--- src/rtl/foo_accum_arbiter.sv ---
// Round-robin arbiter sequencing NUM_REQ requesters onto one shared
// accumulate-plus-one datapath (accum <= accum + a + 1). Each accepted
// request is answered with the post-update accumulator value and the
// requester's index.
module foo_accum_arbiter #(
  parameter int unsigned NUM_REQ = 4,
  parameter int unsigned DATA_W  = 64,
  localparam int unsigned ID_W   = (NUM_REQ > 1) ? $clog2(NUM_REQ) : 1
) (
  input  logic                      clk,
  input  logic                      rst_n,
  input  logic [NUM_REQ-1:0]        req_valid,
  output logic [NUM_REQ-1:0]        req_ready,
  input  logic [NUM_REQ*DATA_W-1:0] req_a,
  input  logic                      clear,
  output logic                      rsp_valid,
  input  logic                      rsp_ready,
  output logic [ID_W-1:0]           rsp_id,
  output logic [DATA_W-1:0]         rsp_data,
  output logic                      busy
);

  typedef enum logic [1:0] {StIdle, StAccum, StResp} state_e;

  state_e              state_q, state_d;
  logic [DATA_W-1:0]   accum_q, accum_d;
  logic [DATA_W-1:0]   a_q, a_d;
  logic [ID_W-1:0]     id_q, id_d;
  logic [ID_W-1:0]     rr_ptr_q, rr_ptr_d;
  logic                clear_pend_q, clear_pend_d;

  logic                grant_found;
  logic [ID_W-1:0]     grant_idx;
  logic [ID_W-1:0]     cand;

  // Round-robin search: first valid requester at or after rr_ptr, wrapping.
  always_comb begin
    grant_found = 1'b0;
    grant_idx   = '0;
    cand        = '0;
    for (int unsigned i = 0; i < NUM_REQ; i++) begin
      cand = ID_W'((32'(rr_ptr_q) + i) % NUM_REQ);
      if (!grant_found && req_valid[cand]) begin
        grant_found = 1'b1;
        grant_idx   = cand;
      end
    end
  end

  // Next-state logic, datapath update and the combinational accept strobe.
  always_comb begin
    state_d      = state_q;
    accum_d      = accum_q;
    a_d          = a_q;
    id_d         = id_q;
    rr_ptr_d     = rr_ptr_q;
    clear_pend_d = clear_pend_q;
    req_ready    = '0;

    unique case (state_q)
      StIdle: begin
        // A pending or live clear beats any grant in the same cycle.
        if (clear || clear_pend_q) begin
          accum_d      = '0;
          clear_pend_d = 1'b0;
        end else if (grant_found && rst_n) begin
          req_ready[grant_idx] = 1'b1;
          a_d                  = req_a[32'(grant_idx) * DATA_W +: DATA_W];
          id_d                 = grant_idx;
          state_d              = StAccum;
        end
      end
      StAccum: begin
        accum_d = accum_q + a_q + DATA_W'(1);
        if (clear) clear_pend_d = 1'b1;
        state_d = StResp;
      end
      StResp: begin
        // Clear is deferred so the in-flight response keeps its value.
        if (clear) clear_pend_d = 1'b1;
        if (rsp_ready) begin
          rr_ptr_d = (id_q == ID_W'(NUM_REQ - 1)) ? '0 : id_q + ID_W'(1);
          state_d  = StIdle;
        end
      end
      default: state_d = StIdle;
    endcase
  end

  // State and datapath registers.
  always_ff @(posedge clk or negedge rst_n) begin
    if (!rst_n) begin
      state_q      <= StIdle;
      accum_q      <= '0;
      a_q          <= '0;
      id_q         <= '0;
      rr_ptr_q     <= '0;
      clear_pend_q <= 1'b0;
    end else begin
      state_q      <= state_d;
      accum_q      <= accum_d;
      a_q          <= a_d;
      id_q         <= id_d;
      rr_ptr_q     <= rr_ptr_d;
      clear_pend_q <= clear_pend_d;
    end
  end

  assign rsp_valid = (state_q == StResp);
  assign rsp_data  = rsp_valid ? accum_q : '0;
  assign rsp_id    = rsp_valid ? id_q : '0;
  assign busy      = (state_q != StIdle);

endmodule

--- config.mk ---
export PLATFORM = sky130hd
export DESIGN_NAME = foo_accum_arbiter
export DESIGN_NICKNAME = d
export VERILOG_FILES = /design/src/rtl/foo_accum_arbiter.sv
export SDC_FILE = /design/constraint.sdc
export NUM_CORES = 1
export LEC_CHECK = 0
export ABC_AREA = 1
export BUFFER_PORTS_ARGS = -buffer_cell sky130_fd_sc_hd__buf_2
export CAP_MARGIN = 20
export CORE_MARGIN = 2
export CORE_UTILIZATION = 56
export CTS_CLUSTER_DIAMETER = 40
export DETAILED_ROUTE_END_ITERATION = 8
export PLACE_DENSITY = 0.92
export SLEW_MARGIN = 20
export SYNTH_ARGS = -nofsm -noshare
export SYNTH_HDL_FRONTEND = slang
export SYNTH_SLANG_ARGS = --single-unit
--- constraint.sdc ---
create_clock -name clk -period 3.2 [get_ports clk]
set_clock_uncertainty 0.2 [all_clocks]
set_input_delay 0.16 -clock clk [delete_from_list [all_inputs] [get_ports clk]]
set_output_delay 0.16 -clock clk [all_outputs]
set_load 0.005 [all_outputs]
==> out/qor.yml, run 1 <==
status: "aborted with a tool error"
stop_stage: "global routing"
error: "[ERROR GRT-0232] Routing congestion too high. Check the congestion heatmap in the GUI."
grt-ovfl-total: 58
synth_seq_area_share: 0.2338
cts.sinks: 135
async_reset_ff_frac: 1.000
cts_root_buffer: "clkbuf_16"
numCtsBuffers: 17
die_w_microns: 164.6
netlist_area_sq_mm: 0.01445
io-pin-count: 336
ys_types: 34
synth_nets: 2996
synth_edf_count: 0
dp_slack_ps: 122.9
cts.path.max_buffers: 2
cts_setup_buffers: 0
synthCells: 2663
worstEpCategory: "output port"
post-synth-top-area-cell: "nand2_1"
placed_cell_area_sq_mm: 0.01633
crit_endpoint: "req_ready[3]"
placementRows: 58
numPortBuffers: 335
ys.flop_type: "dfrtp_1"
grt_use_total: 0.7340
cts_max_level: 4
synth_area_leaders: "nand2_1 31%, dfrtp_1 23%, inv_1 14%, nand3_1 6.2%, ha_1 5.9%"
yosysWarnings: 0
netlist.area_leader.share: 0.3138
gp_congestion: 1.009
die_h_microns: 164.6
syn_area_per_cell_sq_um: 5.426
grt_max_degree: 129
dp_hpwl_mm: 43.73
ys_ff_latch: 135
start_util: 0.5722
antenna_found_initial: 16
==> per-stage QoR <==
step / std cells / hold slack [ps]
floorplan: 2663 / -335.6
global placement: 3261 / 48.91
detailed placement: 3261 / 49.97
CTS: 3502 / 2.474
==> Yosys cell counts, types with 3 or more instances <==
cell	count
buf_1	12
buf_4	5
buf_6	11
inv_1	556
a21boi_0	5
nor2_1	136
o21bai_1	10
buf_2	16
clkbuf_1	46
inv_2	4
o31ai_1	4
ha_1	68
or2_2	3
nand4_1	98
nand3_1	178
xnor2_1	3
dfrtp_1	135
a32o_1	4
a21oi_1	75
o21ai_0	50
nand3b_1	9
nand2_1	1208
nor3_1	10
==> kinds of logic after synthesis <==
group / after synthesis / synth area share
AOI/OAI and AO/OA: 151 / 0.05758
xor gates and xnor gates: 4 / 0.002425
adders and majority gates: 69 / 0.06027
buffers and inverters: 652 / 0.1778
DFF: 135 / 0.2338
and+or+nand+nor: 1652 / 0.4682
==> timing repair <==
action / in CTS
gates resized for setup: 2
endpoints found under the setup margin: 2
hold buffers: 209
pin swaps: 0
endpoints found under the hold margin: 89
gates cloned: 0
==> per-layer routing <==
layer  GRT usage  overflow
met1      0.7612         5
met2      0.8836        25
met3      0.5909         3
met4      0.6628        25
met5      0.3371         0
==> inputs of run 2 (changes only) <==
- CORE_UTILIZATION: 56 -> 40
- CTS_CLUSTER_DIAMETER: 40 -> unset
- PLACE_DENSITY: 0.92 -> unset
- PLACE_DENSITY_LB_ADDON: unset -> 0.15
==> out/qor.yml, run 2 <==
layout.nets: 3501
start_util: 0.4063  # -0.1659
ir_worst_vdd_uv: 656.8
end_kind: "flop"
ys_ff_latch: 135  # unchanged
cts_tree: "yes"
cts_max_level: 4  # unchanged
p_sw_frac: 0.5488
synth_area_leaders: "nand2_1 31%, dfrtp_1 23%, inv_1 14%, nand3_1 6.2%, ha_1 5.9%"
fin_tns_setup_ps: 0
die_w_microns: 194.1  # +18%
grt_use_total: 0.3238
p_leak_nw: 12.26
post-synth-top-area-cell: "nand2_1"
finalSetupViolCount: 0
r2r_cells: 14
worstPathMaxFanout: 90
hold_start: "req_a[98]"
crit_type: "flop to flop"
ys_types: 34  # unchanged
ys_top_cells_by_count: "1208 x nand2_1, 556 x inv_1, 178 x nand3_1, 136 x nor2_1, 135 x dfrtp_1"
clk_pin_slew_ps: 60
totalWireLength_mm: 61.82
syn_area_per_cell_sq_um: 5.426  # unchanged
critPathLaunchType: "flop"
final_cell_mix: "1207 x nand2_1, 555 x inv_1, 334 x buf_2"
synthCells: 2663  # unchanged
ys.flop_type: "dfrtp_1"
placementRows: 69  # +19%
critical_path.max_stage_delay_ps: 550
vias_per_cell: 4.995
drc: 0
crit_start: "rr_ptr_q[0]"
async_reset_ff_frac: 1.000  # unchanged
power-per-cell-area_mw_per_mm2: 885.2
p_clk_frac: 0.120
io-pin-count: 336  # unchanged
drt-initial-drc-count: 1415
grt-ovfl-total: 0
antenna_found_initial: 1
largestRegisters: "a_q x64, accum_q x64"
dr.pass1.iters: 7
dp_hpwl_mm: 46.31  # +5.9%
required_ps: 3340
routedWlPerCell_microns: 16.97
syn_to_final_growth_pct: 33.95
detail-route-antenna-nets: 0
dp_slack_ps: 339.9  # +217.0 ps
crit_top_cell: "nand2_1"
grt_pass1_wl_mm: 95.81
cts_setup_buffers: 0  # unchanged
numCtsBuffers: 17  # unchanged
floorplan.die_area_sq_mm: 0.03766
min_path_type: "input port to flop"
gp_congestion: 0.9656  # -4.3%
whs_path_depth: 7
holdWs_ps: 20.92
critPathSlowestCell: "dlygate4sd3_1"
worstMarginPinSlew_ps: 806.8
grt_setup_unrepaired: "no"
maxCapViolations: 0
seqPwrFrac: 0.183
cts.sinks: 135  # unchanged
p_int_mw: 7.731
final_max_slew_viol_count: 0
power.switching_mw: 9.403
status: "finished clean"
synth_most_common_cell: "nand2_1"
netlist.area_leader.share: 0.3138  # unchanged
worstSkewPairLatency_ps: 460
cts.path.max_buffers: 2  # unchanged
fin_crit_ps: 2924
critPathArrivalTime_ps: 3070
mostFrequentLayoutCell: "nand2_1"
dr_total_vias: 18200
power_frac_comb: 0.697
synth_seq_area_share: 0.2338  # unchanged
synth_edf_count: 0  # unchanged
synth_nets: 2996  # unchanged
yosysWarnings: 0  # unchanged
power_mw: 17.13
numPortBuffers: 335  # unchanged
r2r_start: "rr_ptr_q[0]"
setup_ws_ps: 276.4
die_h_microns: 194.1  # +18%
grt_max_degree: 136
first_global_vias: 17620
finalHoldViolations: 0
cts_root_buffer: "clkbuf_16"
relSlewSlack: 0.4616
final_core_util: 0.5442
period_share: 0.9136
core-area_sq_mm: 0.03557
clock.fmax_mhz: 342.0
worstPathCellList: "inv_4 -> nand2_1 -> nand3_1 -> nand2_1 -> inv_1 -> nand2_1 -> nand2_2 -> buf_16 -> nand4_1 -> nand3_1 -> dlygate4sd3_1 -> nand2_1 -> nand2_1 -> nand2_1"
netlist_area_sq_mm: 0.01445  # unchanged
drive_above_1_share: 0.1286
==> run 2: cell counts after synthesis <==
Identical to the previous run, type by type.
==> run 2: logic make-up after synthesis <==
group / after synthesis / share of synthesized area
DFF: 135 / 0.2338
buffers and inverters: 652 / 0.1778
and+or+nand+nor: 1652 / 0.4682
adders and majority gates: 69 / 0.06027
xor gates and xnor gates: 4 / 0.002425
AOI/OAI and AO/OA: 151 / 0.05758
==> run 2: area by class of cell <==
type	instances	area [sq um]
diodes	1	2.502
clock buffers	18	439.2
clock inverters	14	151.4
fillers	3665	16210
inverters	562	2118
multi-input cells	1876	8538
flip-flops and latches	135	3379
well taps	461	576.8
repair buffers	576	4150
==> run 2: repair_timing <==
item	in CTS	in global routing
endpoints found under the hold margin	201	0
gates resized for setup	0	12
hold buffers	220	0
endpoints found under the setup margin	0	32
==> run 2: worst max-delay path, delay by kind of cell, from the launching register on <==
| kind | cells | cell delay, ps |
|---|---|---|
| buf+inv | 4 | 1120 |
| flops | 1 | 500 |
| simple gates | 10 | 960 |
==> run 2: path summary, 6_finish.rpt <==
kind                       slack [ps]     endpoint
max in group asynchronous        1940  accum_q[55]
min in group asynchronous         280   state_q[0]
max                               280      a_q[16]
min reg2reg                       300       a_q[5]
min                                20      a_q[34]
max reg2reg                       280      a_q[16]
==> run 2: power groups by stage <==
stage               sequential, mW  clock (mW)  combinational, mW
floorplan                     2.70           0               7.99
global placement              3.12           0               10.7
detailed placement            3.14           0               10.7
CTS                           3.11        2.08               11.5
global route                  3.19        2.15               13.3
finish                        3.14        2.05               11.9
==> run 2: through the flow <==
| step | cells | instance area [sq um] |
|---|---|---|
| after floorplan | 2663 | 14450 |
| after global placement | 3389 | 16490 |
| after detailed placement | 3389 | 16490 |
| after CTS | 3641 | 19290 |
| after global routing | 3643 | 19360 |
| final | 3643 | 19360 |
==> run 2: layer usage <==
| metal | wire length [microns] | track usage | vias to the layer above | part of all wire |
|---|---|---|---|---|
| met5 | 0 | 0 | - | 0 |
| met4 | 1999 | 0.1091 | 0 | 0.032 |
| met3 | 3945 | 0.03775 | 142 | 0.064 |
| met2 | 28070 | 0.5339 | 775 | 0.45 |
| met1 | 27800 | 0.4396 | 8238 | 0.45 |
| li1 | - | - | 9042 | - |
Note: power is estimated with default switching activity, not from simulation.
